===== config.mk =====
export PLATFORM = sky130hd
export DESIGN_NAME = cache_mem_arbiter
export DESIGN_NICKNAME = d
export VERILOG_FILES = /design/src/rtl/cache_mem_arbiter.sv
export SDC_FILE = /design/constraint.sdc
export NUM_CORES = 1
export LEC_CHECK = 0
export CELL_PAD_IN_SITES_DETAIL_PLACEMENT = 0
export CELL_PAD_IN_SITES_GLOBAL_PLACEMENT = 1
export CORE_MARGIN = 3
export CORE_UTILIZATION = 12
export CTS_CLUSTER_DIAMETER = 50
export DETAILED_ROUTE_END_ITERATION = 10
export PLACE_DENSITY_LB_ADDON = 0.1
export SLEW_MARGIN = 20
export SYNTH_ARGS = -nofsm -noshare
export SYNTH_HDL_FRONTEND = slang
export SYNTH_SLANG_ARGS = --single-unit

===== constraint.sdc =====
create_clock -name clk_i -period 1 [get_ports clk_i]
set_input_delay 0.2 -clock clk_i [delete_from_list [all_inputs] [get_ports clk_i]]
set_output_delay 0.2 -clock clk_i [all_outputs]
set_load 0.01 [all_outputs]

===== src/rtl/cache_mem_arbiter.sv =====
// Round-robin arbiter sharing one word-wide memory port between the I-cache (port 0)
// and D-cache (port 1) controllers; each grant covers one whole line burst.
`ifndef CACHE_B
`define CACHE_B 4
`endif

module cache_mem_arbiter #(
    parameter int OFFSET_WIDTH = `CACHE_B
) (
    input  logic                    clk_i,
    input  logic                    rst_i,
    input  logic [1:0]              req_i,
    input  logic [1:0]              we_i,
    input  logic [31:0]             addr0_i,
    input  logic [31:0]             addr1_i,
    input  logic [31:0]             wdata0_i,
    input  logic [31:0]             wdata1_i,
    output logic [1:0]              gnt_o,
    output logic [1:0]              beat_valid_o,
    output logic [1:0]              done_o,
    output logic [OFFSET_WIDTH-3:0] beat_idx_o,
    output logic [31:0]             rdata_o,
    output logic                    mem_en_o,
    output logic                    mem_we_o,
    output logic [31:0]             mem_addr_o,
    output logic [31:0]             mem_wdata_o,
    input  logic [31:0]             mem_rdata_i,
    input  logic                    mem_ready_i
);

    localparam int BW = OFFSET_WIDTH - 2;
    localparam logic [BW-1:0] LAST_BEAT = '1;

    typedef enum logic {IDLE, BURST} state_t;

    state_t          state_reg;
    logic            owner_reg;
    logic            last_owner_reg;
    logic [1:0]      gnt_reg;
    logic [BW-1:0]   beat_reg;

    logic            winner;
    logic            in_burst;
    logic            accept;
    logic            last_beat;
    logic [31:0]     own_addr;
    logic [31:0]     own_wdata;
    logic            own_we;
    logic            unused_addr_bits;

    // On a tie the port that did not own the previous burst wins.
    always_comb begin
        winner = 1'b0;
        if (req_i == 2'b11)
            winner = ~last_owner_reg;
        else if (req_i[1])
            winner = 1'b1;
    end

    always_ff @(posedge clk_i) begin
        if (rst_i) begin
            state_reg      <= IDLE;
            gnt_reg        <= 2'b00;
            beat_reg       <= '0;
            owner_reg      <= 1'b0;
            last_owner_reg <= 1'b1;
        end else begin
            case (state_reg)
                IDLE: begin
                    if (req_i != 2'b00) begin
                        owner_reg <= winner;
                        gnt_reg   <= winner ? 2'b10 : 2'b01;
                        beat_reg  <= '0;
                        state_reg <= BURST;
                    end
                end
                BURST: begin
                    if (mem_ready_i) begin
                        if (beat_reg == LAST_BEAT) begin
                            state_reg      <= IDLE;
                            gnt_reg        <= 2'b00;
                            beat_reg       <= '0;
                            last_owner_reg <= owner_reg;
                        end else begin
                            beat_reg <= beat_reg + 1'b1;
                        end
                    end
                end
                default: state_reg <= IDLE;
            endcase
        end
    end

    assign in_burst  = (state_reg == BURST);
    // Pulses are suppressed in a reset cycle so an aborted burst never reports done.
    assign accept    = in_burst & mem_ready_i & ~rst_i;
    assign last_beat = accept & (beat_reg == LAST_BEAT);

    assign own_addr  = owner_reg ? addr1_i  : addr0_i;
    assign own_wdata = owner_reg ? wdata1_i : wdata0_i;
    assign own_we    = we_i[owner_reg];

    assign gnt_o       = gnt_reg;
    assign beat_idx_o  = beat_reg;
    assign rdata_o     = mem_rdata_i;
    assign mem_en_o    = in_burst;
    assign mem_we_o    = in_burst & own_we;
    assign mem_addr_o  = in_burst ? {own_addr[31:OFFSET_WIDTH], beat_reg, 2'b00} : 32'd0;
    assign mem_wdata_o = in_burst ? own_wdata : 32'd0;

    genvar gi;
    generate
        for (gi = 0; gi < 2; gi++) begin : g_port
            assign beat_valid_o[gi] = accept    & (owner_reg == 1'(gi));
            assign done_o[gi]       = last_beat & (owner_reg == 1'(gi));
        end
    endgenerate

    assign unused_addr_bits = ^{addr0_i[OFFSET_WIDTH-1:0], addr1_i[OFFSET_WIDTH-1:0]};

endmodule


* After elaboration in Yosys (flattened, before gate mapping)
Cells that the tools add are included.
** Word-level totals
- Register bits after elaboration :: 7
- Latch bits :: 0
- Bits in writable memories :: 0
- ROM bits :: 0
- Bits of input ports :: 167
- Output and inout bits :: 106
- Logic and storage cells :: 50
- Memories kept :: 0
** Cells by class
- Add/sub/neg operators :: 1
- Multiply operators :: 0
- Divide/modulo/power cells :: 0
- Magnitude comparators :: 1
- Eq/ne operators :: 5
- Shift-type cells :: 0
- Mux-type cells :: 21
- Bitwise gates (word level) :: 12
- Reduce and logical (&&, ||, !) cells :: 5
** Operator list (count)
- 32-bit 2-to-1 mux :: 4
- 2-bit 2-to-1 mux :: 7
- 1-bit AND :: 8
- 2-bit case mux with 2 select lines :: 2
- 1-bit 2-to-1 mux :: 7
- 3-bit AND reduction :: 2
- 2-bit equality test (second input constant) :: 2
- 2-bit != test (second input constant) :: 2
- 1-bit NOT :: 4
- 2-bit AND reduction :: 2
- 2-bit by 1-bit adder with 2-bit output (second input constant) :: 1
- 1-bit by 2-bit < comparator with 1-bit output (second input constant) :: 1
- 2-bit by 1-bit != test with 1-bit output (second input constant) :: 1
- 1-bit case mux with 2 select lines :: 1
- 2-bit nonzero test :: 1

* Depth between registers and ports, before layout
- Word-level depth :: 5
- Mapped depth :: 4
- Depth with buffers taken out :: 4

* Worst setup path after synthesis
OpenSTA, ideal clock, no wires.
- Path kind :: register to output
- From :: register state_reg, in the netlist mem_en_o
- To :: output done_o[0]
- Arrival :: 1.080 ns
- Data required time :: 0.800 ns
- Setup slack :: -0.280 ns
- Stages on the path, launching flop included :: 4
- Buffers on the path :: 0
- Cells stage by stage :: dfxtp_1 -> nand2_1 -> nor3_1 -> and2_1
** On the way
- Word-level cells in the longest chain between the ends :: 4
** RTL lines
- from (decl) :: line 36 : state_t state_reg;
- from (signal assigned) :: line 62 : state_reg <= IDLE;
- from (signal assigned) :: line 74 : state_reg <= BURST;
- from (signal assigned) :: line 80 : state_reg <= IDLE;
- 1-bit AND (2 in a row) :: line 96 : assign accept = in_burst & mem_ready_i & ~rst_i;
- 1-bit AND :: line 97 : assign last_beat = accept & (beat_reg == LAST_BEAT);
- 1-bit AND :: line 115 : assign done_o[gi] = last_beat & (owner_reg == 1'(gi));
- to (decl) :: line 20 : output logic [1:0] done_o,
No other way between the ends.

* Final worst setup path
- From :: register owner_reg
- To :: output mem_addr_o[9]
** On the way
- Word-level cells in the longest chain between the ends :: 2
** RTL lines
- from (decl) :: line 37 : logic owner_reg;
- from (signal assigned) :: line 71 : owner_reg <= winner;
- 32-bit 2-to-1 mux :: line 99 : assign own_addr = owner_reg ? addr1_i : addr0_i;
- 32-bit 2-to-1 mux :: line 108 : assign mem_addr_o = in_burst ? {own_addr[31:OFFSET_WIDTH], beat_reg, 2'b00} : 32'd0;
- to (decl) :: line 25 : output logic [31:0] mem_addr_o,
No other way between the ends.

==> flow_summary.toml <==
[outcome]
status = "complete, but fails checks"
violations = "negative setup slack"

[final_layout]
area_delta_synth_final_pct = 162
stdcell_area_um2 = 4470
num-fill-cells = 1450
seq_area_um2 = 155
instances_no_fill = 590
layout-drive-gt1-share = 0.517
diodes = 0
multiInputGateArea_um2 = 1570
final_nets = 583

[clock_network]
cts_root_buf = "clkbuf_16"
path_clk_slew_ns = 0.03
cts.sinks = 7
clock_path_buffers = 2
hold_buffers = 0
clk-insertion-delay-late_ns = 0.23
cts_tree = "done"
h-tree-depth = 1
cts_buffers = 3

[sta]
layout_min_cycle_time_ns = 1.69
rsz0062_at_grt = "true"
fin_ws_ns = -0.687
period_share = 1.69
maxSlewViolCount = 0
clock.fmax_mhz = 593
finClkSkew_ns = 0.00145
hold_viol = 0
finalSetupViolCount = 76

[power]
cell_internal_pwr_uw = 1980
p_sw_uw = 771
p_sw_frac = 0.280
p_clk_frac = 0.242
power.density_nw_per_um2 = 615
power_frac_comb = 0.649
p_leak_uw = 0.00184
ir_worst_vdd_mv = 0.620
pwr-share-seq = 0.110

[job]
max_cap_viol_count = 0

[floorplan]
rows = 42
core_um2 = 13600
die_y_um = 125
dieArea_um2 = 15700
ioPinCount = 273
die_w_um = 125
initial_utilization = 0.126

[worst_setup_path]
crit_fanout = 5
cp_cell_sequence = "buf_12 > buf_12 > buf_8 > buf_16 > mux2i_2 > nor2b_2 > buf_2"
worstSetupPathType = "register to primary output"
worstPathRequired_ns = 0.80
end_kind = "primary output"
cp_common_cell = "buf_12"
cpMaxStageDelayCell = "dfxtp_4"
cp-start-kind = "register"
max_stage_delay_ns = 0.35
worstPathArrival_ns = 1.49

[global_route]
grt_pass1_wl_um = 12700
antenna_found_initial = 0
grt_start_max_net_pins = 18
grt.overflow.total = 0
track_usage = 0.0987
grt_pass1_vias = 2349

[routing]
drtIter0Drc = 14
detail-route-antenna-nets = 0
dr.pass1.iters = 4
wl_met2_um = 4370
vias = 2223
drc = 0
wl_met3_um = 827
top_layer_used = "met4"
wl_met1_um = 3170
wl_um = 8460
wl_per_cell_um = 14.3
viasPerCell = 3.77

[logic_synthesis]
synthCells = 210
synth.distinct_cells = 26
synthTopCellsByArea = "mux2i_1, nor2b_1, buf_4, dfxtp_1, buf_8"
synth_seq_cells = 7
yosysTopAreaCell = "mux2i_1"
syn_avg_cell_area_um2 = 8.13
yosys_warnings = 0
synth_top_area_share = 0.358
synth_seq_area_share = 0.0821
synth_area_um2 = 1710

[placed_design]
pre_cts_slack_ns = -0.918
io_buffer_count = 198
place_congestion = 0.762
place_inst = 557
placed_area_um2 = 3940
dp_hpwl_um = 6500

[min_path]
hold_class = "input pin to primary output"
## power by group through the flow
stage / Combinational [uW] / Clock (uW) / Sequential [uW]
4_1_cts: 1720 / 680 / 302
3_5_place_dp: 1570 / 0 / 323
3_3_place_gp: 1580 / 0 / 322
6_report: 1780 / 664 / 302
5_1_grt: 1910 / 715 / 304
2_1_floorplan: 758 / 0 / 313
## path summary, 6_finish.rpt
path / start / endpoint / slack [ns] / cells after the start
setup / recovery: owner_reg / mem_addr_o[9] / -0.69 / 7
hold / removal: mem_rdata_i[19] / rdata_o[19] / 0.40 / 0
setup reg to reg: mem_en_o / gnt_o[1] / -0.30 / 6
hold reg to reg: gnt_o[0] / gnt_o[0] / 0.48 / 2
## cell type report
cell class	count	area share
timing repair buffer	248	0.546
multi-input combinational	154	0.351
tap	176	0.0492
sequential	7	0.0347
clock buffer	4	0.0176
inverter	1	0.000839
## placed cells by master, fill, tap and decap left out, types with 2 or more instances in the layout
| cell | count |
|---|---|
| nor2b_1 | 4 |
| dfxtp_1 | 3 |
| nand2b_4 | 2 |
| buf_12 | 10 |
| clkdlybuf4s50_1 | 125 |
| nand2_1 | 2 |
| a21oi_1 | 3 |
| conb_1 | 2 |
| buf_2 | 46 |
| mux2i_2 | 20 |
| dfxtp_4 | 4 |
| a21o_1 | 2 |
| buf_4 | 12 |
| buf_6 | 31 |
| mux2i_4 | 5 |
| nor3_4 | 2 |
| dlygate4sd2_1 | 16 |
| buf_8 | 2 |
| bufbuf_16 | 2 |
| buf_16 | 3 |
| clkbuf_16 | 3 |
| mux2i_1 | 36 |
| nor2b_2 | 57 |
| and2_4 | 4 |
## through the flow
stage	total power (uW)	setup TNS, ns	hold slack, ns	util
after floorplan	1070	-5.45	0.350	-
after global placement	1900	-46.16	0.400	0.291
after detailed placement	1900	-46.77	0.400	0.291
after CTS	2700	-41.62	0.400	0.319
after global routing	2930	-46.35	0.400	0.330
final	2750	-41.45	0.400	0.330
## cells in the mapped netlist
cell,n
nor3b_2,1
a211oi_1,1
o21ai_0,1
nor2_1,1
nand3b_1,1
buf_2,8
mux2i_1,61
buf_8,5
buf_4,35
nor2b_1,62
conb_1,1
a211o_1,1
ha_1,1
inv_1,1
clkbuf_1,1
and3_1,1
nand2b_1,2
dfxtp_1,7
a21oi_1,4
or3_1,1
nand2_1,3
nand3_1,1
o21ai_1,1
nor3_1,3
and2_1,4
a21o_1,2
## worst max-delay path: cells and delay by family, from the launching register on
| kind | cells | cell delay [ns] |
|---|---|---|
| buffers and inverters | 5 | 0.63 |
| AND/OR/NAND/NOR | 1 | 0.11 |
| flip-flops | 1 | 0.35 |
| multiplexers | 1 | 0.15 |
## metal layers
| metal | GRT usage | vias up |
|---|---|---|
| met4 | 0.0204 | 0 |
| met2 | 0.190 | 146 |
| met3 | 0.0324 | 18 |
| li1 | - | 1083 |
| met1 | 0.104 | 976 |
| met5 | 0 | - |
## cells by family after synthesis
logic type	count (synthesis)	synth area share
other cells	1	0.00220
simple gates	80	0.289
buf+inv	50	0.226
mux	61	0.358
fa+ha+maj	1	0.00733
flops	7	0.0821
compound gates	10	0.0359
## what timing repair did
action	4_1_cts	5_1_grt
pin swaps	7	6
resized for setup	292	38
buffers inserted	19	11
cloned	6	0
endpoints found under the setup margin	79	79
Power figures use the tool's default switching activity.
